**src/rtl/feed_sched_pkg.sv**
```systemverilog
// ---------------------------------------------------------------------------
// systola_pkg
// Shared definitions for the systolic feed scheduler slice.
//   state_t             - scheduler state encoding (IDLE, FEED, DRAIN, DONE)
//   DEF_ROWS/COLS/KW    - default array geometry and k_len operand width
// ---------------------------------------------------------------------------
package systola_pkg;

  typedef enum logic [1:0] {
    ST_IDLE  = 2'd0,
    ST_FEED  = 2'd1,
    ST_DRAIN = 2'd2,
    ST_DONE  = 2'd3
  } state_t;

  localparam int DEF_ROWS = 4;
  localparam int DEF_COLS = 4;
  localparam int DEF_KW   = 6;

endpackage

```
**src/rtl/feed_sched_if.sv**
```systemverilog
// ---------------------------------------------------------------------------
// feed_sched_if
// Bundles the control handshake and per-row buffer signals of feed_sched.
//   start, k_len  - tile pass request and its row length (host -> scheduler)
//   buf_empty     - per-row empty flags (buffers -> scheduler)
//   buf_rd        - per-row read strobes (scheduler -> buffers)
//   pe_en         - PE array advance enable
//   acc_clr       - one-cycle accumulator clear
//   busy, done    - status and completion pulse
// Modports: master = host/testbench side, slave = scheduler side.
// ---------------------------------------------------------------------------
interface feed_sched_if #(
  parameter int ROWS = 4,
  parameter int KW   = 6
);

  logic            start;
  logic [KW-1:0]   k_len;
  logic [ROWS-1:0] buf_empty;
  logic [ROWS-1:0] buf_rd;
  logic            pe_en;
  logic            acc_clr;
  logic            busy;
  logic            done;

  modport master (
    output start, k_len, buf_empty,
    input  buf_rd, pe_en, acc_clr, busy, done
  );

  modport slave (
    input  start, k_len, buf_empty,
    output buf_rd, pe_en, acc_clr, busy, done
  );

endinterface

```
**src/rtl/feed_sched.sv**
```systemverilog
// ---------------------------------------------------------------------------
// feed_sched
// Feeds a ROWS x COLS systolic PE array from per-row input buffers. Each row
// is read for K consecutive steps, skewed by one step per row, so a pass has
// K+ROWS-1 feed steps, then COLS drain cycles, then a one-cycle done pulse.
// A feed step stalls (no reads, no PE advance) whenever a row that needs a
// word has an empty buffer.
// Ports:
//   clk   - clock, rising edge
//   rstn  - synchronous active-low reset
//   bus   - feed_sched_if.slave (start/k_len in, buf_empty in, buf_rd,
//           pe_en, acc_clr, busy, done out)
// ---------------------------------------------------------------------------
module feed_sched
  import systola_pkg::*;
#(
  parameter int ROWS = DEF_ROWS,
  parameter int COLS = DEF_COLS,
  parameter int KW   = DEF_KW
) (
  input logic         clk,
  input logic         rstn,
  feed_sched_if.slave bus
);

  // Step counter is wide enough for the last step K+ROWS-2 with K at its max.
  localparam int TW = KW + $clog2(ROWS) + 1;
  localparam int DW = $clog2(COLS + 1);

  state_t          state;
  logic [KW-1:0]   k_reg;
  logic [TW-1:0]   t;
  logic [DW-1:0]   d;

  logic [TW-1:0]   k_ext;
  logic [TW-1:0]   last_t;
  logic [ROWS-1:0] want;
  logic [ROWS-1:0] blocked;
  logic            stall;
  logic            feed_go;

  assign k_ext  = TW'(k_reg);
  assign last_t = k_ext + TW'(ROWS - 2);

  // Row r needs a word while r <= t < r+K; a needed row with an empty buffer
  // blocks the whole step so the skew between rows is never broken.
  for (genvar r = 0; r < ROWS; r++) begin : g_row
    localparam logic [TW-1:0] ROW_IDX = TW'(r);
    assign want[r]    = (state == ST_FEED) && (t >= ROW_IDX) && (t < ROW_IDX + k_ext);
    assign blocked[r] = want[r] & bus.buf_empty[r];
  end

  assign stall   = |blocked;
  assign feed_go = (state == ST_FEED) && !stall;

  // Outputs decode from the registered state; all are forced low while rstn
  // is asserted so nothing leaks out during the reset cycle.
  assign bus.buf_rd  = (rstn && feed_go) ? want : '0;
  assign bus.pe_en   = rstn && (feed_go || (state == ST_DRAIN));
  assign bus.acc_clr = rstn && (state == ST_IDLE) && bus.start && (bus.k_len != '0);
  assign bus.busy    = rstn && (state != ST_IDLE);
  assign bus.done    = rstn && (state == ST_DONE);

  // Pass sequencing: start is only looked at in IDLE, a zero-length pass
  // jumps straight to DONE, feed steps advance only on non-stalled cycles.
  always_ff @(posedge clk) begin
    if (!rstn) begin
      state <= ST_IDLE;
      k_reg <= '0;
      t     <= '0;
      d     <= '0;
    end else begin
      case (state)
        ST_IDLE: begin
          if (bus.start) begin
            if (bus.k_len != '0) begin
              k_reg <= bus.k_len;
              t     <= '0;
              d     <= '0;
              state <= ST_FEED;
            end else begin
              state <= ST_DONE;
            end
          end
        end
        ST_FEED: begin
          if (!stall) begin
            t <= t + TW'(1);
            if (t == last_t) begin
              d     <= '0;
              state <= ST_DRAIN;
            end
          end
        end
        ST_DRAIN: begin
          if (d == DW'(COLS - 1)) begin
            state <= ST_DONE;
          end else begin
            d <= d + DW'(1);
          end
        end
        ST_DONE: begin
          state <= ST_IDLE;
        end
        default: begin
          state <= ST_IDLE;
        end
      endcase
    end
  end

endmodule

```
**src/flat_wrapper.sv**
```systemverilog
// flat-port wrapper written by rule: the top's interface ports become plain ports
module feed_sched_flat import systola_pkg::*;
#(
  parameter int ROWS = DEF_ROWS,
  parameter int COLS = DEF_COLS,
  parameter int KW   = DEF_KW
)
  (clk, rstn, bus_start, bus_k_len, bus_buf_empty, bus_buf_rd, bus_pe_en, bus_acc_clr, bus_busy, bus_done);
  feed_sched_if #(.ROWS(ROWS), .KW(KW)) bus_i ();
  input logic clk;
  input logic rstn;
  input wire logic [$bits(bus_i.start)-1:0] bus_start;
  input wire logic [$bits(bus_i.k_len)-1:0] bus_k_len;
  input wire logic [$bits(bus_i.buf_empty)-1:0] bus_buf_empty;
  output wire logic [$bits(bus_i.buf_rd)-1:0] bus_buf_rd;
  output wire logic [$bits(bus_i.pe_en)-1:0] bus_pe_en;
  output wire logic [$bits(bus_i.acc_clr)-1:0] bus_acc_clr;
  output wire logic [$bits(bus_i.busy)-1:0] bus_busy;
  output wire logic [$bits(bus_i.done)-1:0] bus_done;
  assign bus_i.start = bus_start;
  assign bus_i.k_len = bus_k_len;
  assign bus_i.buf_empty = bus_buf_empty;
  assign bus_buf_rd = bus_i.buf_rd;
  assign bus_pe_en = bus_i.pe_en;
  assign bus_acc_clr = bus_i.acc_clr;
  assign bus_busy = bus_i.busy;
  assign bus_done = bus_i.done;
  feed_sched #(.ROWS(ROWS), .COLS(COLS), .KW(KW)) u_core (.clk(clk), .rstn(rstn), .bus(bus_i));
endmodule
```
**config.mk**
```make
export PLATFORM = sky130hd
export DESIGN_NAME = feed_sched_flat
export DESIGN_NICKNAME = d
export VERILOG_FILES = /design/src/rtl/feed_sched_pkg.sv /design/src/rtl/feed_sched_if.sv /design/src/rtl/feed_sched.sv /design/src/flat_wrapper.sv
export SDC_FILE = /design/constraint.sdc
export NUM_CORES = 1
export LEC_CHECK = 0
export ABC_CLOCK_PERIOD_IN_PS = 8000
export CAP_MARGIN = 10
export CORE_ASPECT_RATIO = 1.5
export CORE_UTILIZATION = 35
export DETAILED_ROUTE_END_ITERATION = 8
export GPL_TIMING_DRIVEN = 0
export PLACE_DENSITY_LB_ADDON = 0.1
export SYNTH_ARGS = -nofsm -noshare
export SYNTH_HDL_FRONTEND = slang
export SYNTH_SLANG_ARGS = --single-unit
```
**constraint.sdc**
```tcl
create_clock -name clk -period 8 [get_ports clk]
set_clock_uncertainty 0.1 [all_clocks]
set_input_delay 1.6 -clock clk [delete_from_list [all_inputs] [get_ports clk]]
set_output_delay 1.6 -clock clk [all_outputs]
set_load 0.05 [all_outputs]
```
# --- Word-level counts from Yosys, hierarchy flattened ---
# Cells that the tools add are included.
# W data, S select, Z words.
word_totals:
  out_inout_bits: 8
  input_bits: 13
  elab_cells: 77
  register_bits: 20
op_classes:
  n_addsub: 5
  n_eq_ne: 11
  magnitude_cmp: 8
  reduce_logical: 28
  mux: 17
  n_bitwise: 4
op_table:
  columns: ["op", "n"]
  rows:
  - ["$lt A9 B9 Y1", 3]
  - ["$mux W9", 3]
  - ["$ge A9 B1 Y1 const B", 2]
  - ["$ge A9 B2 Y1 const B", 2]
  - ["$pmux W9 S2", 1]
  - ["$logic_and A1 B1 Y1", 16]
  - ["$mux W3", 5]
  - ["$add A2 B6 Y7 const A", 2]
  - ["$ne A2 B2 Y1 const B", 6]
  - ["$mux W2", 5]
  - ["$add A9 B1 Y9 const B", 1]
  - ["$eq A9 B9 Y1", 1]
  - ["$lt A9 B6 Y1", 1]
  - ["$pmux W3 S3", 1]
  - ["$pmux W2 S4", 1]
  - ["$reduce_and A4 Y1", 2]
  - ["$add A1 B6 Y7 const A", 1]
  - ["$reduce_and A6 Y1", 1]
  - ["$reduce_bool A6 Y1", 1]
  - ["$and A1 B1 Y1", 4]
  - ["$eq A2 B2 Y1 const B", 2]
  - ["$mux W4", 1]
  - ["$reduce_bool A2 Y1", 2]
  - ["$reduce_or A4 Y1", 1]
  - ["8 further kinds", 8]

# --- Logic depth before layout (Yosys ltp) ---
# Gate-level depths: netlist of the first run.
depth:
  word_depth: 9
  mapped_depth: 14
  depth_no_buf: 13

# --- Worst setup path after synthesis of the first run ---
# No wires, ideal clock.
synth_path:
  path_type: "input to output"
  start: "in bus_buf_empty[0]"
  end: "out bus_pe_en"
  n_path_buf: 1
  stages: 5
  arrival_ns: 3.279
  required_time_ns: 6.300
  path_slack_ns: 3.021
  path_cell_list: "and4b_1 > a21oi_2 > nand3_2 > buf_6 > o21ai_0"
synth_between:
  elab_chain_len: 6
synth_rtl:
  columns: ["element", "line", "text"]
  rows:
  - ["start, declared", "flat_wrapper.sv:14", "input wire logic [$bits(bus_i.buf_empty)-1:0] bus_buf_empty;"]
  - ["$and A1 B1 Y1", "feed_sched.sv:50", "assign blocked[r] = want[r] & bus.buf_empty[r];"]
  - ["$reduce_or A4 Y1", "feed_sched.sv:53", "assign stall = |blocked;"]
  - ["$logic_not A1 Y1", "feed_sched.sv:54", "assign feed_go = (state == ST_FEED) && !stall;"]
  - ["$logic_and A1 B1 Y1", "feed_sched.sv:54", null]
  - ["$logic_or A1 B1 Y1", "feed_sched.sv:59", "assign bus.pe_en = rstn && (feed_go || (state == ST_DRAIN));"]
  - ["$logic_and A1 B1 Y1", "feed_sched.sv:59", null]
  - ["end, declared", "flat_wrapper.sv:16", "output wire logic [$bits(bus_i.pe_en)-1:0] bus_pe_en;"]
# Every way passes these cells.

# --- Worst setup path in the final report of the first run ---
layout_path:
  start: "in rstn"
  end: "out bus_buf_rd[0]"
layout_between:
  elab_chain_len: 2
layout_rtl:
  columns: ["element", "line", "text"]
  rows:
  - ["start, declared", "flat_wrapper.sv:11", "input logic rstn;"]
  - ["$logic_and A1 B1 Y1", "feed_sched.sv:58", "assign bus.buf_rd = (rstn && feed_go) ? want : '0;"]
  - ["$mux W4", "feed_sched.sv:58", null]
  - ["end, declared", "flat_wrapper.sv:15", "output wire logic [$bits(bus_i.buf_rd)-1:0] bus_buf_rd;"]
# Every way passes these cells.

==> key figures, run 1 <==
Placement
  • Placed cell count: 345
  • Gpl congestion: 0.771
  • Post-DP HPWL: 4240 um
  • Port buffer count: 19

Synthesis
  • Yosys warns: 0
  • Count leader, synth: ha_1
  • Sequential area share after synthesis: 0.196
  • Synthesized Nets: 307
  • Top post-synthesis cells by area: ha_1 (23%), dfxtp_1 (20%), a21oi_1 (5.9%)
  • Post-Syn Area per Cell: 7.99 um2
  • Top cells by count, synth: ha_1 (38), a21oi_1 (24), nand2_1 (23)
  • Seq cells post-synth: 20
  • Synth Instances: 256
  • Top-area cell type share of the netlist area: 0.233
  • Post-synth EDFFs: 0
  • Mapped Area: 2040 um2
  • Post-synth cell types: 48
  • Synth async-reset ratio: 0
  • Main flop type after synthesis: dfxtp_1
  • Yosys top cell by area: ha_1

Clocking
  • Cts bufs inserted: 3
  • Setup bufs post-CTS: 0
  • Worst-path clk slew: 90 ps
  • Gates resized, CTS repair: 0
  • Clock root buffer: clkbuf_8
  • # clock sinks: 20
  • CTS tree: yes
  • CTS Hold Bufs: 0
  • Longest Clk Path Bufs: 2
  • Worst-Skew Late Latency: 270 ps
  • H-Tree Depth: 1

Pwr
  • VDD IR-drop max: 0.138 mV
  • Leak: 0.972 nW
  • Clock power frac: 0.219
  • Comb pwr share: 0.515
  • Sequential power share: 0.266
  • Cell area power density: 197 nW/um2
  • Int Pwr: 0.273 mW
  • Switching power: 0.199 mW
  • Switch share: 0.422

Finish
  • Area Overhead vs Synth: 17.1%
  • Diode count: 0
  • Nets: 331
  • Proportion of layout cells with a drive suffix above 1: 0.0502
  • Fin cells: 349
  • Max reg flops: 9

STA
  • FMAX: 180 MHz
  • Slew @ Worst Pin: 784 ps
  • Final Hold Fails: 0
  • Setup-failing EPs final: 0
  • Relative slew margins: 0.472
  • TNS Setup: 0 ps
  • Final Max Slew Viols: 0
  • Unrepaired setup endpoints after global routing: false
  • Tmin final: 5540 ps
  • Final worst path period share: 0.693

Worst setup path
  • CP cell instances: clkdlybuf4s50_1 -> clkbuf_1 -> nand2_1 -> nor3_1 -> clkdlybuf4s50_1
  • Terminus of the critical flop-to-flop path: u_core.t[1]
  • Setup CP Type: input pin to output pin
  • Data arrival, critical path: 3840 ps
  • Slowest library cell on the worst path: clkdlybuf4s50_1
  • CP max stage delay: 850 ps
  • CP delay by family, top: buffers and inverters
  • Worst R2R Setup Slack: 4800 ps
  • FF-to-FF path depth: 12
  • CP Launch Type: input pin
  • Worst path bufs/invs: 3
  • Most used cell along the critical path: clkdlybuf4s50_1
  • CP max FO: 10
  • Worst endpoint required time: 6300 ps
  • CP endpoint kind: output pin
  • R2R Path Start: u_core.k_reg[3]

Detailed routing
  • Vias per cell: 5.46
  • WL/cell: 15.4 um
  • # DRC: 0
  • Routed wire length: 5370 um
  • 1st-iter DRT viols: 51
  • DR vias: 1,906
  • Drt first pass iters: 4
  • Post-route ant nets: 0

Floorplanning
  • Starting Density: 0.370
  • # rows: 33
  • IO Pins: 21
  • Die width: 64.4 um
  • Core area: 5530 um2
  • DIE AREA: 6160 um2
  • Chip height: 95.6 um

Flow run
  • Max-cap check violation count: 0

Min path
  • Hold_sp: u_core.d[2]
  • HP Class: register to register
  • WHS Path Cells: 2
  • Worst Hold End: u_core.d[2]

Global routing
  • Largest net degree at the start of global routing: 13
  • Vias in the first global route: 1,839
  • Remaining global-route overflow: 0
  • First-pass GRT wire length: 8760 um
  • Initial antenna violation count: 0
  • Total track usage: 0.188

Status
  • Status: finished clean
-- final cells by class --
| cell class | count | area (um2) |
|---|---|---|
| fillers | 619 | 3140 |
| plain buffers | 9 | 41.3 |
| repair buffers | 19 | 190 |
| flip-flops and latches | 20 | 400 |
| inverters | 18 | 67.6 |
| clock buffers | 3 | 41.3 |
| well taps | 70 | 87.6 |
| multi-input cells | 209 | 1540 |
| clock inverters | 1 | 30.0 |
-- power groups by stage --
stage | sequential (mW) | combinational [mW] | clock (mW)
finish | 0.125 | 0.243 | 0.103
global route | 0.127 | 0.275 | 0.111
CTS | 0.125 | 0.245 | 0.106
detailed placement | 0.128 | 0.244 | 0
global placement | 0.127 | 0.243 | 0
floorplan | 0.124 | 0.181 | 0
-- per-layer routing --
metal,vias to the layer above,wire length [um],track usage
met5,-,0,0
li1,980,-,-
met4,0,112,0.0667
met1,877,2380,0.220
met3,11,122,0.0203
met2,38,2750,0.347
-- layout by cell type, fill, tap and decap left out, drive strengths merged, types with 2 or more instances in the layout --
cell	n
nor3	13
nor2	15
clkdlybuf4s50	19
xnor2	11
o2111ai	2
o211a	3
nand3b	3
dfxtp	20
or3	3
and4	2
nor3b	2
and3	2
nand2b	2
a211o	2
a21oi	25
clkbuf	11
nand2	23
o31ai	3
ha	38
nand3	18
o2111a	2
o21ai	9
inv	18
mux2i	3
or4	7
a31o	2
nand4	3
xor2	2
-- worst max path at each step --
stage,startpoint,to,slack [ps],cells after the start
floorplan,bus_buf_empty[0],bus_pe_en,3020,5
global placement,rstn,bus_buf_rd[2],2470,5
detailed placement,rstn,bus_buf_rd[2],2470,5
CTS,rstn,bus_buf_rd[2],2450,5
global route,u_core.k_reg[3],bus_buf_rd[0],2310,12
finish,rstn,bus_buf_rd[0],2460,5
-- worst reg2reg max path, delay by kind of cell (launching register included) --
kind	cells	cell delay, ps
and+or+nand+nor	5	1260
buffers and inverters	3	720
AOI/OAI and AO/OA	3	430
adders and majority gates	1	320
DFF	1	310
-- cells by family (layout without fill, tap and decap cells) --
family | after synthesis | count (layout) | synth area share
flops | 20 | 20 | 0.196
simple gates | 101 | 101 | 0.272
xor+xnor | 13 | 13 | 0.0557
buf+inv | 27 | 50 | 0.0532
mux | 3 | 3 | 0.0147
fa+ha+maj | 38 | 38 | 0.233
compound gates | 54 | 54 | 0.176
-- through the flow --
stage / cell area (um2) / worst slack, ps / utilization / hold WS [ps] / total power [mW]
after floorplan: 2040 / 3020 / - / 335 / 0.304
after global placement: 2320 / 2470 / 0.420 / 348 / 0.370
after detailed placement: 2320 / 2470 / 0.420 / 352 / 0.372
after CTS: 2390 / 2450 / 0.433 / 365 / 0.476
after global routing: 2390 / 2310 / 0.433 / 375 / 0.513
final: 2390 / 2460 / 0.433 / 360 / 0.471
(Power assumes the default switching activity.)
==> inputs of run 2 (changes only) <==
--- a/config.mk
+++ b/config.mk
@@ -5,7 +5,7 @@
 export SDC_FILE = /design/constraint.sdc
 export NUM_CORES = 1
 export LEC_CHECK = 0
-export ABC_CLOCK_PERIOD_IN_PS = 8000
+export ABC_CLOCK_PERIOD_IN_PS = 5700
 export CAP_MARGIN = 10
 export CORE_ASPECT_RATIO = 1.5
 export CORE_UTILIZATION = 35
==> constraint.sdc (replaced) <==
create_clock -name clk -period 5.7 [get_ports clk]
set_clock_uncertainty 0.1 [all_clocks]
set_input_delay 1.14 -clock clk [delete_from_list [all_inputs] [get_ports clk]]
set_output_delay 1.14 -clock clk [all_outputs]
set_load 0.05 [all_outputs]
==> results of run 2 <==
The final DEF is identical to that of run 1. Status: finished clean.
Among the figures that moved: setup slack after placement 2470 ps -> 1040 ps; setup slack after layout 2460 ps -> 734 ps; start point of the critical path rstn -> u_core.k_reg[3]; register-to-register setup slack 4800 ps -> 2500 ps; total power 0.471 mW -> 0.662 mW; worst IR drop on VDD 0.138 mV -> 0.194 mV
==> inputs of run 3 (changes only) <==
--- a/config.mk
+++ b/config.mk
@@ -10,8 +10,9 @@
 export CORE_ASPECT_RATIO = 1.5
 export CORE_UTILIZATION = 35
 export DETAILED_ROUTE_END_ITERATION = 8
+export DONT_BUFFER_PORTS = 1
 export GPL_TIMING_DRIVEN = 0
-export PLACE_DENSITY_LB_ADDON = 0.1
+export PLACE_DENSITY = 0.48
 export SYNTH_ARGS = -nofsm -noshare
 export SYNTH_HDL_FRONTEND = slang
 export SYNTH_SLANG_ARGS = --single-unit
==> key figures, run 3 (synthesis results as in run 1) <==
Global routing
  • Largest net degree at the start of global routing: 13 (unchanged)
  • Vias in the first global route: 1,773 (-3.6%)
  • Total track usage: 0.189 (+0.00160)
  • Initial antenna violation count: 0 (unchanged)
  • First-pass GRT wire length: 8830 um (+0.71%)
  • Remaining global-route overflow: 0 (unchanged)

Finish
  • Area Overhead vs Synth: 9.12%
  • Fin area: 2230 um2 (-6.8%)
  • Proportion of layout cells with a drive suffix above 1: 0.0684 (+0.0183)
  • Max reg flops: 9 (unchanged)
  • Leading cell type in the layout, fill and taps excluded: ha_1
  • Nets: 315 (-4.8%)
  • Diode count: 0 (unchanged)
  • Most frequent cells in the layout: ha_1 (38), a21oi_1 (24), nand2_1 (23), dfxtp_1 (20), inv_1 (18)

Floorplanning
  • Die width: 64.4 um (unchanged)
  • IO Pins: 21 (unchanged)
  • # rows: 33 (unchanged)
  • Starting Density: 0.370 (unchanged)
  • Chip height: 95.6 um (unchanged)
  • DIE AREA: 6160 um2 (unchanged)
  • Core area: 5530 um2 (unchanged)

STA
  • Relative slew margins: 0.352 (-0.120)
  • Unrepaired setup endpoints after global routing: false
  • TNS Setup: 0 ps (unchanged)
  • Final worst slack: 1020 ps
  • FMAX: 214 MHz
  • Slew @ Worst Pin: 966 ps (+182 ps)
  • Final Hold Fails: 0 (unchanged)
  • Setup-failing EPs final: 0 (unchanged)
  • Final worst path period share: 0.820
  • Tmin final: 4680 ps
  • Final Max Slew Viols: 0 (unchanged)

Placement
  • Pre-CTS WS: 1300 ps
  • Post-DP HPWL: 4380 um (+3.1%)
  • Gpl congestion: 0.759 (-1.6%)
  • Post-DP Area: 2160 um2 (-7.0%)
  • Port buffer count: 0 (-19)

Detailed routing
  • 1st-iter DRT viols: 59 (+16%)
  • Vias per cell: 5.61 (+2.7%)
  • Post-route ant nets: 0 (unchanged)
  • # DRC: 0 (unchanged)
  • DR vias: 1,867 (-2.0%)
  • WL/cell: 16.5 um (+7.5%)
  • Drt first pass iters: 4 (unchanged)
  • Routed wire length: 5500 um (+2.6%)

Flow run
  • Max-cap check violation count: 0 (unchanged)

Pwr
  • Int Pwr: 0.366 mW
  • Cell area power density: 290 nW/um2
  • VDD IR-drop max: 0.197 mV
  • Sequential power share: 0.273 (+0.007)
  • Clock power frac: 0.230 (+0.011)
  • Overall power: 0.647 mW
  • Switching power: 0.281 mW
  • Comb pwr share: 0.497 (-0.018)
  • Leak: 0.918 nW (-5.6%)
  • Switch share: 0.434

Status
  • Status: finished clean

Worst setup path
  • CP endpoint kind: output pin
  • Setup CP Type: register to output pin
  • Worst endpoint required time: 4460 ps
  • Levels on crit path: 12
  • CP max FO: 10 (unchanged)
  • FF-to-FF path depth: 13 (+1)
  • Worst path bufs/invs: 2
  • CP max stage delay: 750 ps (-100 ps)
  • Slowest library cell on the worst path: o21ai_1
  • CP Launch Type: register
  • Worst R2R Setup Slack: 2510 ps
  • CP cell instances: inv_1 -> ha_1 -> a21oi_1 -> nor3_1 -> xnor2_1 -> ha_1 -> o2111a_1 -> o31ai_1 -> nand3_1 -> nand3_2 -> buf_6 -> o21ai_1
  • Most used cell along the critical path: ha_1
  • Data arrival, critical path: 3440 ps
  • CP delay by family, top: compound AO/OA/AOI/OAI gates

Clocking
  • H-Tree Depth: 1 (unchanged)
  • Clock root buffer: clkbuf_8
  • CTS tree: yes
  • Worst-Skew Late Latency: 270 ps (about the same)
  • CTS Hold Bufs: 0 (unchanged)
  • Longest Clk Path Bufs: 2 (unchanged)
  • Setup bufs post-CTS: 0 (unchanged)
  • Cts bufs inserted: 3 (unchanged)
  • Gates resized, CTS repair: 0 (unchanged)
  • # clock sinks: 20 (unchanged)
  • Worst-path clk slew: 90 ps (about the same)

Min path
  • WHS Path Cells: 2 (unchanged)
  • HP Class: register to register
## run 3: cell count changes in the layout (fill, tap and decap cells not counted)
cell,change
clkdlybuf4s50_1,-19
o21ai_0,-1
nor3_2,+1
nor3_1,-1
o21ai_1,+1
buf_4,+3
## run 3: stage by stage
| stage | hold WS [ps] | cells | utilization |
|---|---|---|---|
| final | 369 | 333 | 0.403 |
| after global routing | 402 | 333 | 0.403 |
| after CTS | 367 | 333 | 0.403 |
| after detailed placement | 353 | 329 | 0.390 |
| after global placement | 350 | 326 | 0.385 |
| after floorplan | 335 | 256 | - |
## run 3: path summary, 6_finish.rpt
kind | startpoint | endpoint
worst max-delay path | u_core.k_reg[1] | bus_pe_en
worst min-delay path | u_core.d[2] | u_core.d[2]
worst max register to register | u_core.k_reg[1] | u_core.t[1]
worst min register to register | u_core.d[2] | u_core.d[2]
## run 3: tightest hold or removal path: stages, from the launching register on
cell	delay [ps]
dfxtp_1	320
nand2_1	50
mux2i_1	50
## run 3: power groups by stage
stage          Combinational [mW]  Clock, mW  Sequential [mW]
5_1_grt                     0.363      0.158            0.180
4_1_cts                     0.327      0.153            0.177
2_1_floorplan               0.254          0            0.174
6_report                    0.321      0.149            0.177
3_3_place_gp                0.322          0            0.180
3_5_place_dp                0.325          0            0.181
## run 3: area by class of cell
class                      instances  area (um2)
inverter                          18        67.6
buffer                             9        41.3
timing repair buffer               3        22.5
clock inverter                     1        30.0
sequential                        20         400
tap                               70        87.6
multi-input combinational        209        1540
clock buffer                       3        41.3
fill                             619        3300
## run 3: routing by layer
layer / up-vias / track usage / wire (um)
li1: 949 / - / -
met1: 885 / 0.224 / 2420
met2: 24 / 0.346 / 2850
met3: 9 / 0.0215 / 142
met4: 0 / 0.0685 / 97
met5: - / 0 / 0
